File: src/rtl/sim_dump_ctrl_if.sv
// sim_dump_ctrl_if: DMEM read port and dump word stream between sim_dump_ctrl and its consumer
interface sim_dump_ctrl_if #(
  parameter int unsigned ADDR_W = 32,
  parameter int unsigned DATA_W = 32
);
  logic              rd_en;
  logic [0:ADDR_W-1] rd_addr;
  logic [0:DATA_W-1] rd_data;
  logic              dump_valid;
  logic              dump_ready;
  logic [0:ADDR_W-1] dump_addr;
  logic [0:DATA_W-1] dump_data;
  logic              dump_last;
  modport master (
    output rd_en, rd_addr, dump_valid, dump_addr, dump_data, dump_last,
    input  rd_data, dump_ready
  );
  modport slave (
    input  rd_en, rd_addr, dump_valid, dump_addr, dump_data, dump_last,
    output rd_data, dump_ready
  );
endinterface

File: src/rtl/sim_dump_ctrl.sv
// sim_dump_ctrl: program-end detector and DMEM dump sequencer; defining SIM_DUMP_HALT_ON_X_EN also halts on X/Z fetches
module sim_dump_ctrl #(
  parameter int unsigned       ADDR_W       = 32,
  parameter int unsigned       DATA_W       = 32,
  parameter logic [0:ADDR_W-1] DUMP_BASE    = 8192,
  parameter int unsigned       DUMP_LEN     = 100,
  parameter logic [0:ADDR_W-1] STRIDE       = 1,
  parameter int unsigned       DRAIN_CYCLES = 4,
  parameter logic [0:31]       HALT_INSTR   = 32'hFFFF_FFFF,
  parameter logic [0:31]       MAX_CYCLES   = 0
) (
  input  logic            clock,
  input  logic            reset,
  input  logic [0:31]     instr,
  sim_dump_ctrl_if.master bus,
  output logic            done,
  output logic            timed_out,
  output logic [0:31]     cycle_count
);
  typedef enum logic [2:0] {RUN, DRAIN, READ, WAIT, EMIT, DONE} state_t;
  state_t      state;
  logic [31:0] idx;
  logic [31:0] drain_cnt;
  logic        halt;
  logic        wd;
  logic        last;
`ifdef SIM_DUMP_HALT_ON_X_EN
  assign halt = (instr == HALT_INSTR) || (^instr === 1'bx);
`else
  assign halt = instr == HALT_INSTR;
`endif
  assign wd   = (MAX_CYCLES != 0) && (cycle_count == MAX_CYCLES - 32'd1);
  assign last = idx == DUMP_LEN - 32'd1;
  always_ff @(posedge clock) begin
    if (reset) begin
      state          <= RUN;
      idx            <= '0;
      drain_cnt      <= '0;
      cycle_count    <= '0;
      done           <= 1'b0;
      timed_out      <= 1'b0;
      bus.rd_en      <= 1'b0;
      bus.rd_addr    <= '0;
      bus.dump_valid <= 1'b0;
      bus.dump_addr  <= '0;
      bus.dump_data  <= {DATA_W{1'b0}};
      bus.dump_last  <= 1'b0;
    end else begin
      case (state)
        RUN: begin
          if (~&cycle_count) cycle_count <= cycle_count + 32'd1;
          if (halt || wd) begin
            // a zero-length drain skips DRAIN so the first read still lands DRAIN_CYCLES+1 cycles after termination
            state       <= DRAIN_CYCLES == 0 ? READ : DRAIN;
            bus.rd_en   <= DRAIN_CYCLES == 0;
            bus.rd_addr <= DUMP_BASE;
            drain_cnt   <= '0;
            timed_out   <= wd && !halt;
          end
        end
        DRAIN: begin
          if (drain_cnt == DRAIN_CYCLES - 32'd1) begin
            state     <= READ;
            bus.rd_en <= 1'b1;
          end else begin
            drain_cnt <= drain_cnt + 32'd1;
          end
        end
        READ: begin
          bus.rd_en <= 1'b0;
          state     <= WAIT;
        end
        WAIT: begin
          bus.dump_valid <= 1'b1;
          bus.dump_addr  <= bus.rd_addr;
          bus.dump_data  <= bus.rd_data;
          bus.dump_last  <= last;
          state          <= EMIT;
        end
        EMIT: begin
          if (bus.dump_ready) begin
            bus.dump_valid <= 1'b0;
            bus.dump_last  <= 1'b0;
            if (last) begin
              state <= DONE;
              done  <= 1'b1;
            end else begin
              idx         <= idx + 32'd1;
              bus.rd_en   <= 1'b1;
              bus.rd_addr <= bus.rd_addr + STRIDE;
              state       <= READ;
            end
          end
        end
        default: ;
      endcase
    end
  end
endmodule

File: src/flat_wrapper.sv
// flat-port wrapper written by rule: the top's interface ports become plain ports
module sim_dump_ctrl_flat 
#(
  parameter int unsigned       ADDR_W       = 32,
  parameter int unsigned       DATA_W       = 32,
  parameter logic [0:ADDR_W-1] DUMP_BASE    = 8192,
  parameter int unsigned       DUMP_LEN     = 100,
  parameter logic [0:ADDR_W-1] STRIDE       = 1,
  parameter int unsigned       DRAIN_CYCLES = 4,
  parameter logic [0:31]       HALT_INSTR   = 32'hFFFF_FFFF,
  parameter logic [0:31]       MAX_CYCLES   = 0
)
  (clock, reset, instr, done, timed_out, cycle_count, bus_rd_en, bus_rd_addr, bus_dump_valid, bus_dump_addr, bus_dump_data, bus_dump_last, bus_rd_data, bus_dump_ready);
  sim_dump_ctrl_if #(.ADDR_W(ADDR_W), .DATA_W(DATA_W)) bus_i ();
  input  logic clock;
  input  logic reset;
  input  logic [0:31] instr;
  output logic done;
  output logic timed_out;
  output logic [0:31] cycle_count;
  output wire logic [$bits(bus_i.rd_en)-1:0] bus_rd_en;
  output wire logic [$bits(bus_i.rd_addr)-1:0] bus_rd_addr;
  output wire logic [$bits(bus_i.dump_valid)-1:0] bus_dump_valid;
  output wire logic [$bits(bus_i.dump_addr)-1:0] bus_dump_addr;
  output wire logic [$bits(bus_i.dump_data)-1:0] bus_dump_data;
  output wire logic [$bits(bus_i.dump_last)-1:0] bus_dump_last;
  input wire logic [$bits(bus_i.rd_data)-1:0] bus_rd_data;
  input wire logic [$bits(bus_i.dump_ready)-1:0] bus_dump_ready;
  assign bus_rd_en = bus_i.rd_en;
  assign bus_rd_addr = bus_i.rd_addr;
  assign bus_dump_valid = bus_i.dump_valid;
  assign bus_dump_addr = bus_i.dump_addr;
  assign bus_dump_data = bus_i.dump_data;
  assign bus_dump_last = bus_i.dump_last;
  assign bus_i.rd_data = bus_rd_data;
  assign bus_i.dump_ready = bus_dump_ready;
  sim_dump_ctrl #(.ADDR_W(ADDR_W), .DATA_W(DATA_W), .DUMP_BASE(DUMP_BASE), .DUMP_LEN(DUMP_LEN), .STRIDE(STRIDE), .DRAIN_CYCLES(DRAIN_CYCLES), .HALT_INSTR(HALT_INSTR), .MAX_CYCLES(MAX_CYCLES)) u_core (.clock(clock), .reset(reset), .instr(instr), .bus(bus_i), .done(done), .timed_out(timed_out), .cycle_count(cycle_count));
endmodule
File: config.mk
export PLATFORM = sky130hd
export DESIGN_NAME = sim_dump_ctrl_flat
export DESIGN_NICKNAME = d
export VERILOG_FILES = /design/src/rtl/sim_dump_ctrl_if.sv /design/src/rtl/sim_dump_ctrl.sv /design/src/flat_wrapper.sv
export SDC_FILE = /design/constraint.sdc
export NUM_CORES = 1
export LEC_CHECK = 0
export CAP_MARGIN = 20
export CORE_ASPECT_RATIO = 0.8
export CORE_MARGIN = 5
export CORE_UTILIZATION = 45
export CTS_CLUSTER_SIZE = 8
export DETAILED_ROUTE_END_ITERATION = 10
export HOLD_SLACK_MARGIN = 0.03
export PLACE_DENSITY = 0.71
export SLEW_MARGIN = 20
export SYNTH_ARGS = -nofsm -noshare
export SYNTH_HDL_FRONTEND = slang
export SYNTH_SLANG_ARGS = --single-unit
File: constraint.sdc
create_clock -name clock -period 4.3 [get_ports clock]
set_input_delay 0.86 -clock clock [delete_from_list [all_inputs] [get_ports clock]]
set_output_delay 0.86 -clock clock [all_outputs]
set_load 0.005 [all_outputs]
==> qor.yml <==
global_routing:
  grt_max_degree: 103
  use_met2_pct: 33.7
  grt_pass1_vias: 8204
  grtUsageMet1_pct: 29.8
  antenna_found_initial: 0
  gr-total-overflow: 0
  grt_pass1_wl_um: 41700
  grt_most_used_layer: "met2"
  use_met3_pct: 5.92
  track_usage_pct: 21.7
worst_setup_path:
  reg2reg_depth: 8
  cp_num_buf_inv: 1
  path_cells: "clkdlybuf4s50_1 -> nand4_1 -> nor4_1 -> nand3_1 -> and2_1 -> o21ai_0 -> a21oi_1"
  path_depth: 7
  slowest_delay_ns: 0.59
  cp.required_ns: 4.63
  arrival_ns: 3.18
  path_delay_family: "simple AND/OR/NAND/NOR gates"
  cpMaxStageDelayCell: "nor4_1"
  crit_path_end_kind: "flip-flop"
  criticalPathCategory: "in -> reg"
  startpoint_type: "input port"
  path_max_fanout: 21
placement:
  io_buffer_count: 198
  place_area_sq_um: 11200
  dp.cells: 1548
  dpl_worst_slack_ns: 0.986
  gp_congestion: 0.831
  hpwl_um: 17200
route:
  vias: 8734
  drc: 0
  avgViaCountPerCell: 5.53
  drtPass1Iterations: 5
  wl_per_cell_um: 16.2
  ant_nets: 0
  drt-initial-drc-count: 625
  wirelength_um: 25600
pwr:
  power_mw: 4.17
  cellPowerDensity_nw_per_um2: 354
  ir_drop_mv: 0.228
  p_leak_nw: 3.81
floorplanning:
  core_sq_um: 19800
  start_util_pct: 45.8
  die_h_um: 137
  ios: 200
  die_area_sq_um: 23100
  row_count: 46
  chipWidth_um: 169
finish:
  mostFrequentLayoutCells: "dfxtp_1, nand2_1, clkdlybuf4s50_1, a21oi_1, nor2_1"
  layout_commonest_cell: "dfxtp_1"
  final_nets: 1374
  synthToLayoutAreaGrowth_pct: 29.7
  fin_cells: 1580
  drive_above_1_share_pct: 4.71
  num_antenna_cells: 0
  fillers: 1767
  design_area_sq_um: 11800
synthesis:
  syn_area_per_cell_sq_um: 7.91
  async_flop_share_pct: 0
  yosys_warnings: 0
  synthFlopType: "dfxtp_1"
  syn_inst: 1146
  ys_seq_elements: 199
  ys_types: 63
  synth_edf_count: 0
  syn-cell-area_sq_um: 9070
  syn_nets: 1217
  synth-seq-area-share_pct: 43.9
sta:
  fmax_ghz: 0.351
  finalSetupViolations: 0
  finalHoldViolations: 0
  relSlewSlack_pct: 37.0
  fin_crit_sh_pct: 66.2
  tightestPinTransition_ns: 0.938
  finalSetupTns_ns: 0
  final.setup.worst_slack_ns: 1.45
  period_needed_ns: 2.85
  rsz0062_at_grt: "no"
  drv_slew: 0
  finClkSkew_ns: 0.0181
min_path:
  hold_class: "reg -> reg"
  hold_depth: 2
job:
  drv_cap: 0
cts:
  ctsResizeCount: 0
  cts-htree-levels: 4
  cts_root_buffer: "clkbuf_16"
  clock_latency_ns: 0.45
  cts_buffers: 17
  clkTransAtPathRegs_ns: 0.08
  cts_setup_buffers: 0
  clock_path_buffers: 2
  cts_tree: "yes"
  cts_hold_buf: 0
  numClockSinks: 199
status:
  status: "completed"
-- metrics by stage --
step                      util (%)  hold slack (ns)
after CTS                     59.4            0.458
after floorplan                  -            0.449
after global placement        56.4            0.441
after detailed placement      56.4            0.447
final                         59.4            0.454
after global routing          59.4            0.476
-- metal layers --
layer | share of wire (%) | wire (um)
met5 | 0 | 0
met3 | 6.3 | 1600
met1 | 47 | 12000
met2 | 46 | 11800
met4 | 1.0 | 260
-- final timing paths --
kind | startpoint | end | slack [ns]
min reg2reg | u_core.bus.dump_data[17]$_SDFFE_PP0P_ | u_core.bus.dump_data[17]$_SDFFE_PP0P_ | 0.45
max | instr[16] | u_core.bus.rd_addr[6]$_SDFFE_PP0P_ | 1.45
max reg2reg | u_core.idx[0]$_SDFFE_PP0P_ | u_core.bus.rd_addr[6]$_SDFFE_PP0P_ | 1.48
min | u_core.bus.dump_data[17]$_SDFFE_PP0P_ | u_core.bus.dump_data[17]$_SDFFE_PP0P_ | 0.45
-- report_power, final --
part | switching (mW) | internal [mW] | total [mW]
clock network | 0.837 | 0.789 | 1.63
logic | 0.390 | 0.223 | 0.613
registers | 0.0492 | 1.88 | 1.93
total | 1.28 | 2.89 | 4.17
-- cell usage after synthesis (7+ instances only) --
cell type	instances	area, sq um
a31oi_1	17	106
nand2_1	199	747
and4_1	9	78.8
nor3_1	30	150
a21oi_1	133	666
xnor2_1	14	123
nor4_1	16	100
o21ai_0	43	215
buf_2	10	50.1
inv_1	10	37.5
clkbuf_1	50	188
nand3_1	54	270
nand4_1	48	300
xor2_1	37	324
a311oi_1	21	184
a211oi_1	9	67.6
and2_1	11	68.8
or3_1	16	100
nand4b_1	7	61.3
nor2_1	111	417
dfxtp_1	199	3980
and3_1	28	175
-- flip-flops by register name, summed over array words and instances (netlist names) --
signal                 count
u_core.bus.dump_addr      32
u_core.bus.dump_data      32
u_core.bus.rd_addr        32
u_core.cycle_count        32
u_core.drain_cnt          32
u_core.idx                32
u_core.state               3
u_core.bus.dump_last       1
u_core.bus.dump_valid      1
u_core.bus.rd_en           1
u_core.done                1
-- layout make-up --
cell class	instances	area [sq um]	area share [%]
multi-input cells	868	4770	40.5
inverters	10	37.5	0.319
well taps	264	330	2.81
clock inverters	15	170	1.45
repair buffers	207	2050	17.4
flip-flops and latches	199	3980	33.9
clock buffers	17	425	3.62
-- cell families after synthesis --
family                     Yosys count  synth area share (%)
buffers and inverters               79                  3.55
adders and majority gates            4                 0.552
and+or+nand+nor                    561                  30.8
other                                1                0.0414
AOI/OAI and AO/OA                  249                  16.0
xor gates and xnor gates            51                  4.93
DFF                                199                  43.9
muxes                                2                 0.221
-- tightest hold or removal path: stages (launching register included) --
cell     delay [ns]
dfxtp_1        0.31
nand2_1        0.05
a21oi_1        0.05
Power figures use the tool's default switching activity.
